### config.mk
export PLATFORM = sky130hd
export DESIGN_NAME = ctrl_fsm
export DESIGN_NICKNAME = d
export VERILOG_FILES = /design/src/rtl/ctrl_fsm.sv
export SDC_FILE = /design/constraint.sdc
export NUM_CORES = 1
export LEC_CHECK = 0
export ABC_AREA = 1
export BUFFER_PORTS_ARGS = -buffer_cell sky130_fd_sc_hd__buf_2
export CAP_MARGIN = 20
export CORE_ASPECT_RATIO = 0.75
export CORE_MARGIN = 2
export CORE_UTILIZATION = 41
export DETAILED_ROUTE_END_ITERATION = 12
export PLACE_DENSITY_LB_ADDON = 0.25
export SYNTH_ARGS = -nofsm -noshare
export SYNTH_HDL_FRONTEND = slang
export SYNTH_SLANG_ARGS = --single-unit
### constraint.sdc
create_clock -name clk -period 1.2 [get_ports clk]
set_input_delay 0.06 -clock clk [delete_from_list [all_inputs] [get_ports clk]]
set_output_delay 0.06 -clock clk [all_outputs]
set_load 0.05 [all_outputs]
### src/rtl/ctrl_fsm.sv
// Multicycle main control FSM: steps each instruction through fetch/decode/execute/
// memory/writeback and drives Moore-decoded datapath selects plus raw write enables.
module ctrl_fsm (
    input  logic       clk,
    input  logic       reset,
    input  logic [1:0] Op,
    input  logic [5:0] Funct,
    input  logic       FPUDone,
    output logic       IRWrite,
    output logic       AdrSrc,
    output logic       ALUSrcA,
    output logic [1:0] ALUSrcB,
    output logic       ALUOp,
    output logic [1:0] ResultSrc,
    output logic       NextPC,
    output logic       RegW,
    output logic       MemW,
    output logic       FPUW,
    output logic       Branch,
    output logic       FPUStart,
    output logic [3:0] State
);

    typedef enum logic [3:0] {
        S_FETCH    = 4'd0,
        S_DECODE   = 4'd1,
        S_MEMADR   = 4'd2,
        S_MEMRD    = 4'd3,
        S_MEMWB    = 4'd4,
        S_MEMWR    = 4'd5,
        S_EXECUTER = 4'd6,
        S_EXECUTEI = 4'd7,
        S_ALUWB    = 4'd8,
        S_BRANCH   = 4'd9,
        S_FPUEX    = 4'd10,
        S_FPUWB    = 4'd11
    } state_t;

    typedef struct packed {
        logic       irwrite;
        logic       adrsrc;
        logic       alusrca;
        logic [1:0] alusrcb;
        logic       aluop;
        logic [1:0] resultsrc;
        logic       nextpc;
        logic       regw;
        logic       memw;
        logic       fpuw;
        logic       branch;
    } ctl_t;

    state_t r_state;
    state_t w_next;
    ctl_t   r_ctl;
    logic   r_fpustart;
    logic   w_unused_funct;

    // Only the immediate and load bits of Funct steer the sequence.
    assign w_unused_funct = &{1'b0, Funct[4:1]};

    function automatic state_t next_state(input state_t s, input logic [1:0] op,
                                          input logic imm, input logic load,
                                          input logic done);
        state_t n;
        n = S_FETCH;
        case (s)
            S_FETCH:    n = S_DECODE;
            S_DECODE: begin
                case (op)
                    2'b00:   n = imm ? S_EXECUTEI : S_EXECUTER;
                    2'b01:   n = S_MEMADR;
                    2'b10:   n = S_BRANCH;
                    default: n = S_FPUEX;
                endcase
            end
            S_MEMADR:   n = load ? S_MEMRD : S_MEMWR;
            S_MEMRD:    n = S_MEMWB;
            S_EXECUTER: n = S_ALUWB;
            S_EXECUTEI: n = S_ALUWB;
            S_FPUEX:    n = done ? S_FPUWB : S_FPUEX;
            default:    n = S_FETCH;
        endcase
        return n;
    endfunction

    function automatic ctl_t decode(input state_t s);
        ctl_t c;
        c = '0;
        case (s)
            S_FETCH: begin
                c.irwrite   = 1'b1;
                c.alusrca   = 1'b1;
                c.alusrcb   = 2'b10;
                c.resultsrc = 2'b10;
                c.nextpc    = 1'b1;
            end
            S_DECODE: begin
                c.alusrca   = 1'b1;
                c.alusrcb   = 2'b10;
                c.resultsrc = 2'b10;
            end
            S_MEMADR:   c.alusrcb = 2'b01;
            S_MEMRD:    c.adrsrc  = 1'b1;
            S_MEMWB: begin
                c.resultsrc = 2'b01;
                c.regw      = 1'b1;
            end
            S_MEMWR: begin
                c.adrsrc = 1'b1;
                c.memw   = 1'b1;
            end
            S_EXECUTER: c.aluop = 1'b1;
            S_EXECUTEI: begin
                c.alusrcb = 2'b01;
                c.aluop   = 1'b1;
            end
            S_ALUWB:    c.regw = 1'b1;
            S_BRANCH: begin
                c.alusrcb   = 2'b01;
                c.resultsrc = 2'b10;
                c.branch    = 1'b1;
            end
            S_FPUWB: begin
                c.resultsrc = 2'b11;
                c.fpuw      = 1'b1;
            end
            default:    c = '0;
        endcase
        return c;
    endfunction

    always_comb begin
        w_next = next_state(r_state, Op, Funct[5], Funct[0], FPUDone);
    end

    // Outputs are decoded from the next state so they are registered yet Moore-aligned.
    always_ff @(posedge clk) begin
        if (reset) begin
            r_state    <= S_FETCH;
            r_ctl      <= decode(S_FETCH);
            r_fpustart <= 1'b0;
        end else begin
            r_state    <= w_next;
            r_ctl      <= decode(w_next);
            r_fpustart <= (r_state == S_DECODE) && (w_next == S_FPUEX);
        end
    end

    // Enables are masked by reset combinationally so an aborted instruction cannot write.
    assign IRWrite   = r_ctl.irwrite & ~reset;
    assign NextPC    = r_ctl.nextpc  & ~reset;
    assign RegW      = r_ctl.regw    & ~reset;
    assign MemW      = r_ctl.memw    & ~reset;
    assign FPUW      = r_ctl.fpuw    & ~reset;
    assign Branch    = r_ctl.branch  & ~reset;
    assign FPUStart  = r_fpustart    & ~reset;
    assign AdrSrc    = r_ctl.adrsrc;
    assign ALUSrcA   = r_ctl.alusrca;
    assign ALUSrcB   = r_ctl.alusrcb;
    assign ALUOp     = r_ctl.aluop;
    assign ResultSrc = r_ctl.resultsrc;
    assign State     = r_state;

endmodule

# After elaboration in Yosys (flattened, before gate mapping)
# Cells that the tools add are included.
# Widths: inputs -> output; s select.
# classes
eq_ne	19
n_mux	15
bitwise_logic	7
reduce_logical	11
# ops
cell	count
$eq 4x3->1 const B	6
$pmux 4 s6	1
$eq 4x4->1 const B	5
$eq 4x2->1 const B	4
$pmux 4 s3	1
$mux 1	10
$reduce_or 2->1	5
$eq 4x1->1 const B	2
$logic_not 4->1	2
$and 1x1->1	6
$pmux 2 s3	1
$reduce_or 3->1	2
$pmux 2 s2	1
$mux 3	1
$eq 2x1->1 const B	1
$eq 2x2->1 const B	1
$logic_not 2->1	1
$logic_and 1x1->1	1
$not 1->1	1
# word_totals
ff_bits	17
in_bits	11
out_inout_bits	18
elab_cells	64

# Longest topological paths before layout
# logic_depth
depth_word	6
ltp_mapped	8
ltp_nobuf	8

# Least setup slack after synthesis
# Ideal clock, no wire load.
# synth_timing
kind	input to output
from	input reset
to	output NextPC
t_arrival_ps	1488
t_required_ps	1140
setup_slack_ps	-348
stages	4
n_path_buf	3
cell_sequence	clkbuf_1 > clkbuf_1 > nor2_1 > buf_4
# synth_via
elab_chain_cells	2
# synth_rtl
item	line_no	text
start, declared	5	input logic reset,
$not 1->1	n/a	
$and 1x1->1	152	assign NextPC = r_ctl.nextpc & ~reset;
end, declared	15	output logic NextPC,
# Every way passes these cells.

# Worst setup path after layout
# layout_timing
from	register r_state[3] (netlist: State[3])
to	register r_ctl[0] (netlist name)
# layout_via
elab_chain_cells	5
word_cells_on_any_way	11
classes_between	7 x eq/ne; 2 x mux; 2 x reduce/logical
# layout_rtl
item	line_no	text
start, declared	53	state_t r_state;
start signal, assigned	144	r_state <= w_next;
$eq 4x3->1	67	case (s)
$reduce_or 2->1 (no line)	n/a	
$pmux 4 s6 *	67	
$eq 4x4->1 *	90	case (s)
$mux 1 *	90	
end signal, assigned	141	r_ctl <= decode(S_FETCH);
end signal, assigned	145	r_ctl <= decode(w_next);
end, declared	55	ctl_t r_ctl;
# Mark *: on every way between the ends. The rest lies on a longest branch, timed or not.
# A chain may end at the register's enable or synchronous reset.

==> results.tsv <==
stage	metric	value	unit
logic_synthesis	Yosys cell types	19	
cells_and_area	area grow syn2layout	27.7	%
placement	Final HPWL DP	1080	um
logic_synthesis	main flop type after synthesis	dfxtp_1	
sta	Final Hold Fails	0	
logic_synthesis	Post-synth EDFFs	0	
sta	post-route minimum period	1.20	ns
outcome	status	complete, but fails checks	
clock_tree	CTS tree	yes	
global_route	first-pass GRT wire length	2300	um
route	Vias	684	
pwr	LEAKAGE	0.468	nW
global_route	GRT Total Usage	15.5	%
floorplan	IO Count	29	
sta	PnR worst setup slack	-0.00297	ns
logic_synthesis	Post-Syn Area per Cell	7.30	um2
route	Routed Antenna Nets	0	
clock_tree	root buf cell	clkbuf_4	
floorplan	DIE HEIGHT	40.7	um
clock_tree	CTS max path bufs	2	
worst_setup_path	Worst R2R Start	State[3]$_SDFF_PP0_	
logic_synthesis	dominant cell by count in the synthesized netlist	nor2_1	
clock_tree	clock-pin slew on the worst setup and hold paths	0.09	ns
sta	Clock Skew	0.00260	ns
route	final wirelength	1560	um
worst_setup_path	CP startpoint	State[3]$_SDFF_PP0_	
logic_synthesis	Seq/Total Area, Yosys	46.2	%
logic_synthesis	synthesized instance count	101	
cells_and_area	antenna diode count	0	
sta	slew margin rel.	75.7	%
route	Avg WL per Cell	10.6	um
floorplan	starting density of the core	43.2	%
pwr	peak supply drop	809	uV
clock_tree	CTS Hold Bufs	0	
worst_setup_path	crit end category	register	
sta	Max Transition Viols Final	0	
clock_tree	CTS sink count	17	
global_route	global route overflow	0	
placement	PortBufs	24	
placement	RePlAce Congestion	0.852	
pwr	pwr/cell area	1620	mW/mm2
worst_setup_path	Data required, critical path	1.43	ns
outcome	failing checks	negative setup slack	
sta	# setup viols final	1	
cells_and_area	Layout Cells excl Fill	148	
logic_synthesis	top cells by count, synth	19 x nor2_1, 17 x dfxtp_1, 14 x nand3_1	
global_route	largest net degree at the start of global routing	18	
clock_tree	H-tree level count	1	
floorplan	Core Area	0.00171	mm2
worst_hold_path	hold path start	FPUDone	
route	total iterations of the first detailed-routing run	4	
logic_synthesis	Mapped Nets	112	
cells_and_area	Nets	138	
global_route	antenna violations before repair	0	
sta	RSZ-0062 raised after global routing	yes	
logic_synthesis	top cell type's share of synthesized area	46.2	%
sta	Worst-Margin Slew	0.364	ns
logic_synthesis	cell taking the most area after synthesis	dfxtp_1	
sta	final period utilization	100	%
worst_setup_path	crit path max fanout	5	
sta	Max Freq	0.831	GHz
global_route	vias in the first global route	554	
route	iteration-0 DRC count of the detailed router	30	
clock_tree	Worst-Skew Late Latency	0.29	ns
worst_setup_path	CP Launch Type	register	
route	DRC	0	
logic_synthesis	#FFs+latches synth	17	
placement	Place WS	0.0304	ns
worst_hold_path	HP Class	in2reg	
sta	final setup TNS	-0.00297	ns
placement	Placed Cells	141	
clock_tree	cts bufs inserted	3	
logic_synthesis	Mapped Area	737	um2
floorplan	Die Area	0.00216	mm2
logic_synthesis	Synth Warn #	0	
worst_setup_path	CP Class	reg2reg	
worst_setup_path	CP arrival	1.43	ns
route	vias per std cell	4.62	
logic_synthesis	fraction of registers with async set/reset	0	%
cells_and_area	share of post-route cells with drive strength above 1	40.5	%
logic_synthesis	Synth area leaders	dfxtp_1 46%, nor2_1 9.7%, nand3_1 9.5%	
floorplan	Die Wd	53.0	um
run	Max-Cap Viols	0	
floorplan	placement row count	13	
cells_and_area	fillcell total	177	
metal layers:
layer	global-route usage (%)	wire length (um)
met1	18.1	716
met2	25.3	709
met3	6.93	110
met4	6.41	25
met5	0	0
placed cells by master, fill, tap and decap left out:
cell,instances
nor2_4,4
a21oi_2,1
nor3_1,1
dfxtp_1,13
nand2_2,1
o211ai_1,1
inv_1,13
buf_4,4
nand3_2,2
nand3_1,13
inv_2,5
and3_1,1
nor2_2,3
clkbuf_4,3
nor4_1,1
nor2_1,16
nand2_1,10
clkbuf_1,1
dfxtp_4,4
a21oi_1,3
o21ai_1,1
a21o_1,1
buf_2,24
layout make-up:
type | instances | area (um2) | area share (%)
Tap cell | 22 | 27.5 | 2.93
Multi-Input combinational cell | 59 | 314 | 33.4
Clock buffer | 4 | 26.3 | 2.79
Inverter | 18 | 67.6 | 7.18
Sequential cell | 17 | 355 | 37.8
Timing Repair Buffer | 28 | 150 | 16.0
per-stage QoR:
step | util (%) | hold WS (ns) | cell area (um2) | total power, mW
after floorplan | - | 0.221 | 759 | 1.11
after global placement | 50.9 | 0.358 | 870 | 1.19
after detailed placement | 50.9 | 0.362 | 870 | 1.19
after CTS | 52.5 | 0.0512 | 896 | 1.49
after global routing | 55.1 | 0.0607 | 941 | 1.62
final | 55.1 | 0.0516 | 941 | 1.53
state kept, by name (all words and copies together), names as in the netlist:
register	cells
ALUOp	1
ALUSrcA	1
ALUSrcB	2
AdrSrc	1
ResultSrc	2
State	4
r_ctl	5
r_fpustart	1
what timing repair did:
action	CTS	global route
hold endpoints to repair	0	0
gates resized for setup	0	6
setup endpoints to repair	0	5
setup buffers	0	3
final timing paths:
kind	endpoint	slack, ns	depth (start not counted)
max	r_ctl[0]$_SDFF_PP0_	-0.003	7
min	r_ctl[1]$_SDFF_PP0_	0.05	3
max reg2reg	r_ctl[0]$_SDFF_PP0_	-0.003	7
min reg2reg	AdrSrc$_SDFF_PP0_	0.52	1
power by group:
part,internal [mW],switching [mW]
Clock,0.129,0.167
Sequential,0.626,0.0491
Combinational,0.155,0.400
Total,0.910,0.616
cell families after synthesis:
family | count (synthesis) | synth area share, %
AOI/OAI and AO/OA | 7 | 5.94
buffers and inverters | 25 | 15.3
DFF | 17 | 46.2
and+or+nand+nor | 52 | 32.6
critical path, cell delays in order, from the launching register on:
cell	delay [ns]
dfxtp_4	0.37
nor2_4	0.17
inv_2	0.08
nor2_1	0.09
nand2_1	0.08
a21oi_2	0.17
nand2_1	0.09
nor2_1	0.10
Power figures use the tool's default switching activity.
